`src/rtl/inst_fetch_pkg.sv`:
```
// Shared types and defaults for the instruction fetch stage and its fetch queue.
// Used by inst_fetch.sv, whose misalignment check is enabled with INST_FETCH_MISALIGN_CHK_EN.
package inst_fetch_pkg;

  localparam int ROM_ADDR_W  = 13;
  localparam int FETCH_DEPTH = 2;

  typedef logic [12:0] rom_addr_t;
  typedef logic [31:0] word;

  localparam rom_addr_t RESET_PC = '0;

  typedef struct packed {
    rom_addr_t pc;
    word       inst;
  } fetch_pkt_t;

endpackage

```
`src/rtl/inst_fetch_fetch_queue.sv`:
```
// Small power-of-two FIFO that holds fetched {pc, inst} packets between fetch and decode.
// Flush has priority over push and pop; the head reads zero while the queue is empty.
module fetch_queue
  import inst_fetch_pkg::*;
#(
  parameter int DEPTH  = FETCH_DEPTH,
  parameter int DATA_W = $bits(fetch_pkt_t),
  localparam int PTR_W = $clog2(DEPTH),
  localparam int CNT_W = PTR_W + 1
) (
  input  logic              clk,
  input  logic              rst,
  input  logic              push,
  input  logic              pop,
  input  logic              flush,
  input  logic [DATA_W-1:0] push_data,
  output logic              full,
  output logic              empty,
  output logic [DATA_W-1:0] head,
  output logic [CNT_W-1:0]  count
);

  logic [DATA_W-1:0] mem_q [DEPTH];
  logic [DATA_W-1:0] mem_d [DEPTH];
  logic [PTR_W-1:0]  rd_ptr_q, rd_ptr_d;
  logic [PTR_W-1:0]  wr_ptr_q, wr_ptr_d;
  logic [CNT_W-1:0]  count_q, count_d;

  always_comb begin
    mem_d    = mem_q;
    rd_ptr_d = rd_ptr_q;
    wr_ptr_d = wr_ptr_q;
    count_d  = count_q;
    if (flush) begin
      rd_ptr_d = '0;
      wr_ptr_d = '0;
      count_d  = '0;
    end else begin
      if (push) begin
        mem_d[wr_ptr_q] = push_data;
        wr_ptr_d        = wr_ptr_q + PTR_W'(1);
      end
      if (pop) begin
        rd_ptr_d = rd_ptr_q + PTR_W'(1);
      end
      count_d = count_q + CNT_W'(push) - CNT_W'(pop);
    end
  end

  // Storage is not reset; the empty check below keeps stale entries invisible.
  always_ff @(posedge clk) begin
    if (rst) begin
      rd_ptr_q <= '0;
      wr_ptr_q <= '0;
      count_q  <= '0;
    end else begin
      rd_ptr_q <= rd_ptr_d;
      wr_ptr_q <= wr_ptr_d;
      count_q  <= count_d;
    end
    mem_q <= mem_d;
  end

  assign full  = (count_q == CNT_W'(DEPTH));
  assign empty = (count_q == '0);
  assign head  = empty ? '0 : mem_q[rd_ptr_q];
  assign count = count_q;

endmodule

```
`src/rtl/inst_fetch.sv`:
```
// Fetch stage: owns the PC, drives the ROM address, queues fetched words for decode and takes redirects.
// Define INST_FETCH_MISALIGN_CHK_EN to flag redirect targets that are not word aligned.
module inst_fetch
  import inst_fetch_pkg::*;
#(
  parameter int              ADDR_W   = ROM_ADDR_W,
  parameter int              DEPTH    = FETCH_DEPTH,
  parameter logic [ADDR_W-1:0] RESET_PC = inst_fetch_pkg::RESET_PC
) (
  input  logic              clk,
  input  logic              rst,
  output logic [ADDR_W-1:0] rom_addr,
  input  logic [31:0]       rom_data,
  input  logic              redirect_valid,
  input  logic [ADDR_W-1:0] redirect_pc,
  output logic              out_valid,
  input  logic              out_ready,
  output logic [ADDR_W-1:0] out_pc,
  output logic [31:0]       out_inst,
  output logic              misalign_err
);

  localparam int PKT_W = ADDR_W + 32;
  localparam int CNT_W = $clog2(DEPTH) + 1;

  logic [ADDR_W-1:0] pc_q, pc_d;
  logic              push, pop;
  logic              q_full, q_empty;
  logic [PKT_W-1:0]  q_head;
  logic [CNT_W-1:0]  unused_q_count;

  // A redirect blocks both queue ports; a pop frees a slot for a same-cycle push.
  assign pop  = out_valid & out_ready & ~redirect_valid;
  assign push = ~redirect_valid & (~q_full | pop);

  always_comb begin
    pc_d = pc_q;
    if (redirect_valid) begin
      pc_d = {redirect_pc[ADDR_W-1:2], 2'b00};
    end else if (push) begin
      pc_d = pc_q + ADDR_W'(4);
    end
  end

  always_ff @(posedge clk) begin
    if (rst) begin
      pc_q <= RESET_PC;
    end else begin
      pc_q <= pc_d;
    end
  end

  fetch_queue #(
    .DEPTH  (DEPTH),
    .DATA_W (PKT_W)
  ) u_fetch_queue (
    .clk       (clk),
    .rst       (rst),
    .push      (push),
    .pop       (pop),
    .flush     (redirect_valid),
    .push_data ({pc_q, rom_data}),
    .full      (q_full),
    .empty     (q_empty),
    .head      (q_head),
    .count     (unused_q_count)
  );

  assign rom_addr  = pc_q;
  assign out_valid = ~q_empty;
  assign out_pc    = q_head[PKT_W-1:32];
  assign out_inst  = q_head[31:0];

`ifdef INST_FETCH_MISALIGN_CHK_EN
  logic misalign_q, misalign_d;

  always_comb begin
    misalign_d = redirect_valid & (redirect_pc[1:0] != 2'b00);
  end

  always_ff @(posedge clk) begin
    if (rst) begin
      misalign_q <= 1'b0;
    end else begin
      misalign_q <= misalign_d;
    end
  end

  assign misalign_err = misalign_q;
`else
  // Without the check the low target bits are simply dropped.
  logic unused_low_bits;
  assign unused_low_bits = ^redirect_pc[1:0];
  assign misalign_err    = 1'b0;
`endif

endmodule

```
`config.mk`:
```
export PLATFORM = sky130hd
export DESIGN_NAME = inst_fetch
export DESIGN_NICKNAME = d
export VERILOG_FILES = /design/src/rtl/inst_fetch_pkg.sv /design/src/rtl/inst_fetch_fetch_queue.sv /design/src/rtl/inst_fetch.sv
export SDC_FILE = /design/constraint.sdc
export NUM_CORES = 1
export LEC_CHECK = 0
export BUFFER_PORTS_ARGS = -buffer_cell sky130_fd_sc_hd__buf_2
export CORE_MARGIN = 1.5
export CORE_UTILIZATION = 35
export CTS_CLUSTER_SIZE = 10
export DETAILED_ROUTE_END_ITERATION = 10
export SYNTH_ARGS = -nofsm -noshare
export SYNTH_HDL_FRONTEND = slang
export SYNTH_SLANG_ARGS = --single-unit
export TNS_END_PERCENT = 1
```
`constraint.sdc`:
```
create_clock -name clk -period 4.8 [get_ports clk]
set_clock_uncertainty 0.2 [all_clocks]
set_input_delay 0 -clock clk [delete_from_list [all_inputs] [get_ports clk]]
set_output_delay 0 -clock clk [all_outputs]
set_load 0.01 [all_outputs]
```
==> results <==
- The run finished with clean final reports.
- The post-cts repair resize count is 0.
- The worst pin sits at a relative slew slack of 26.3%.
- The repair_antennas step left the layout with diodes totalling 0.
- The horizontal die dimension is 111 µm.
- The number of distinct standard cells referenced by the synthesized netlist is 38.
- The leakage power of the design is 2.19 nW.
- Among all flip-flop cells after synthesis, the most frequent one is sky130_fd_sc_hd__edfxtp_1.
- Setup violations remaining at the end of the flow were counted as 0.
- The routed wire length is 8.52 mm.
- Counting the buffers created by CTS gives 9.
- Cells with a size suffix above 1 make up 28.8% of the layout.
- The arrival time of the worst setup path is roughly 2.3 ns.
- The average wire per cell in the routed design is 14.3 µm.
- The area of the mapped netlist is just over 4000 µm².
- The final route contains 2767 vias.
- The finished cells cover 5660 µm².
- In the final design database the tool counted 499 nets.
- Compared with the post-synthesis result, the final layout area differs by 37.4%.
- In this run, the number of DRC markers left after iteration 0 of detailed routing was between 80 and 90.
- The max capacitance violation total is 0.
- Power spread over the standard cell area amounts to 346 nW/µm².
- The worst path meets setup with ~2.3 ns of slack.
- The initialized floorplan defines 39 standard-cell rows.
- After synthesis, the cell types taking the most area are sky130_fd_sc_hd__edfxtp_1, sky130_fd_sc_hd__mux2i_1, sky130_fd_sc_hd__dfxtp_1, sky130_fd_sc_hd__nor2_1, sky130_fd_sc_hd__xor2_1.
- The full die area is about 12000 µm².
- The worst slack at placement is between 2 and 2.5 ns.
- The portion of synthesized cell area occupied by the leading cell type is 62.7%.
- For the worst-skew pair, the clock arrives at the later sink with an insertion delay of 0.34 ns.
- Summed over all layers, the global routing overflow is 0.
- Dividing the detail-routed via count by the number of cells gives about 4.7.
- The HPWL after detailed placement is 5.16 mm.
- The floorplan step set the die height to approximately 110 µm.
- For this run, design rule violations remaining after detail routing come to 0.
- The number of top-level design ports is 109.
- The final hold violation count is 0.
- The maximum fanout along the worst path is 28.
- The endpoint kind of the worst setup timing path is a register.
- The count of nets left with antenna violations once routing finished came out at 0.
- The number of antenna violations at the first check in global routing is 0.
- Input and output buffers added on the ports amount to just over 100.
- The synthesized area divided by synthesized cell count is 14.4 µm².
- The pin count of the biggest net entering global routing is 44.
- The final-report max-slew violation count is 0.
- The via count of the first global-routing pass was 2811.
- The cell area after placement is about 4800 µm².
- After synthesis, the share of flip-flops with an asynchronous set or reset is 0%.
- The maximum ir drop on the vdd rail is 0.188 mV.
- The total global routing track utilization is ~14%.
- The congestion estimate from routability-driven global placement came to slightly above 0.7.
- Setup repair after global routing left no endpoint under its margin.
- In the synthesized netlist, the number of instances is between 200 and 300.
- The longest clock path from root to sink contains 2 buffers.
- STA classifies the critical path startpoint as a register.
- Yosys mapped a number of flops with a built-in enable equal to 86.
- The largest area contributor in the netlist is sky130_fd_sc_hd__edfxtp_1.
- Data on the critical path is required at its endpoint by 4.59 ns.
- The Yosys step of the flow raised 0 warnings.
- The area of the core is 11500 µm².
- The critical path is of the register to register type.
- The H-tree generated during clock tree synthesis spans 3 levels.
- The setup total negative slack is 0 ns.
- The minimum period implied by the final worst setup slack is 2.50 ns.
- The clock tree from TritonCTS is yes.
- Buffers added to address setup during post-CTS repair amount to 0.
- Timing would allow up to 400 MHz.
- The cell sitting at the root of the clock tree is a sky130_fd_sc_hd__clkbuf_16.
- The part of the Yosys area used for sequential elements is about 70%.
- The global-route wire length before repair is 13.6 mm.
- The post-synthesis sequential element count is between 100 and 150.
- The TritonCTS sink count is 101.
- Of the available clock period, the critical path in the final layout requires 52.0%.
- Clock-pin slew was measured on the worst setup and hold paths at 0.07 ns.
- The pre-antenna-repair detailed-routing pass consisted of 4 iterations.
- The pin slew with the least headroom to its limit is 1.10 ns.
- The initial core utilization is 35.9%.
- The number of buffers inserted by hold repair at cts is 60.
- In this run the worst hold path is classified as input port to register.
==> sequential cells by signal (all words and copies together) (netlist names) <==
name / cells
rom_addr: 11
u_fetch_queue.count: 2
u_fetch_queue.mem_q: 86
u_fetch_queue.rd_ptr_q: 1
u_fetch_queue.wr_ptr_q: 1
==> cell usage after synthesis (4+ instances only) <==
cell and count:
sky130_fd_sc_hd__a211oi_1 4, sky130_fd_sc_hd__buf_2 4, sky130_fd_sc_hd__buf_4 5, sky130_fd_sc_hd__clkbuf_1 8, sky130_fd_sc_hd__dfxtp_1 15, sky130_fd_sc_hd__edfxtp_1 86, sky130_fd_sc_hd__inv_1 9, sky130_fd_sc_hd__mux2i_1 44
sky130_fd_sc_hd__nor2_1 54, sky130_fd_sc_hd__o21ai_0 6, sky130_fd_sc_hd__xor2_1 5
==> power by group <==
part           switching [mW]  total (mW)  internal [mW]
Combinational           0.106       0.207          0.101
Clock                   0.318       0.724          0.406
Sequential             0.0227        1.02           1.00
Total                   0.447        1.96           1.51
==> layout make-up <==
cell class | count | area (µm²)
Clock buffer | 9 | 225
Clock inverter | 7 | 75.1
Inverter | 9 | 33.8
Multi-Input combinational cell | 162 | 1130
Sequential cell | 101 | 2880
Tap cell | 143 | 179
Timing Repair Buffer | 164 | 1130
Fill cell | 1061 | 5810
==> logic make-up after synthesis <==
family          share of synthesized area (%)
other cells                            0.0911
compound gates                           4.95
simple gates                             8.60
xor+xnor                                 1.49
fa+ha+maj                               0.912
mux                                      10.7
buf+inv                                  3.22
flops                                    70.0
==> final timing paths <==
check                                    startpoint                                 to  slack (ns)  depth (start not counted)
setup / recovery  u_fetch_queue.count[1]$_SDFF_PP0_  u_fetch_queue.mem_q[52]$_DFFE_PP_        2.30                          4
hold / removal                         rom_data[25]  u_fetch_queue.mem_q[70]$_DFFE_PP_        0.18                          2
setup reg to reg  u_fetch_queue.count[1]$_SDFF_PP0_  u_fetch_queue.mem_q[52]$_DFFE_PP_        2.30                          4
hold reg to reg            rom_addr[6]$_SDFFE_PP0P_  u_fetch_queue.mem_q[38]$_DFFE_PP_        0.33                          0
==> stage by stage <==
stage / cells / power [mW] / hold WS, ns / util (%)
detailed placement: 519 / 1.22 / -0.00764 / 41.5
global route: 595 / 2.03 / 0.173 / 49.3
floorplan: 290 / 1.14 / -0.128 / -
CTS: 595 / 1.98 / 0.169 / 49.3
finish: 595 / 1.96 / 0.182 / 49.3
global placement: 519 / 1.21 / -0.00947 / 41.5
==> placed cells by master, fill, tap and decap left out, types with 2 or more instances in the layout <==
master	n
sky130_fd_sc_hd__buf_2	101
sky130_fd_sc_hd__inv_1	9
sky130_fd_sc_hd__nor3_1	3
sky130_fd_sc_hd__a21oi_1	3
sky130_fd_sc_hd__dfxtp_1	14
sky130_fd_sc_hd__xnor2_1	2
sky130_fd_sc_hd__or3_1	3
sky130_fd_sc_hd__o21a_1	2
sky130_fd_sc_hd__clkinvlp_4	3
sky130_fd_sc_hd__nor2_1	53
sky130_fd_sc_hd__nor4b_1	2
sky130_fd_sc_hd__dlygate4sd3_1	60
sky130_fd_sc_hd__a311oi_1	2
sky130_fd_sc_hd__clkbuf_16	9
sky130_fd_sc_hd__conb_1	5
sky130_fd_sc_hd__a211oi_1	4
sky130_fd_sc_hd__ha_1	3
sky130_fd_sc_hd__edfxtp_1	86
sky130_fd_sc_hd__mux2i_1	44
sky130_fd_sc_hd__o2111ai_1	2
sky130_fd_sc_hd__nor2b_4	2
sky130_fd_sc_hd__xor2_1	5
sky130_fd_sc_hd__buf_4	3
sky130_fd_sc_hd__nand2_1	3
sky130_fd_sc_hd__nand4_1	2
sky130_fd_sc_hd__o21ai_0	6
sky130_fd_sc_hd__nand3_1	2
==> metal layers <==
layer	share of wire (%)	global-route usage, %	wire length [µm]
met1	45	16.9	3820
met3	3.5	3.81	297
met5	0	0	0
met2	51	24.4	4320
met4	1.0	3.54	85
==> critical path, stage by stage, from the launching register on <==
cell and delay [ns]:
sky130_fd_sc_hd__dfxtp_1 0.37, sky130_fd_sc_hd__nor2b_1 0.16, sky130_fd_sc_hd__a21oi_1 0.38, sky130_fd_sc_hd__nor2b_4 0.55, sky130_fd_sc_hd__buf_4 0.46
No activity file was read; power rests on OpenSTA's default activity.
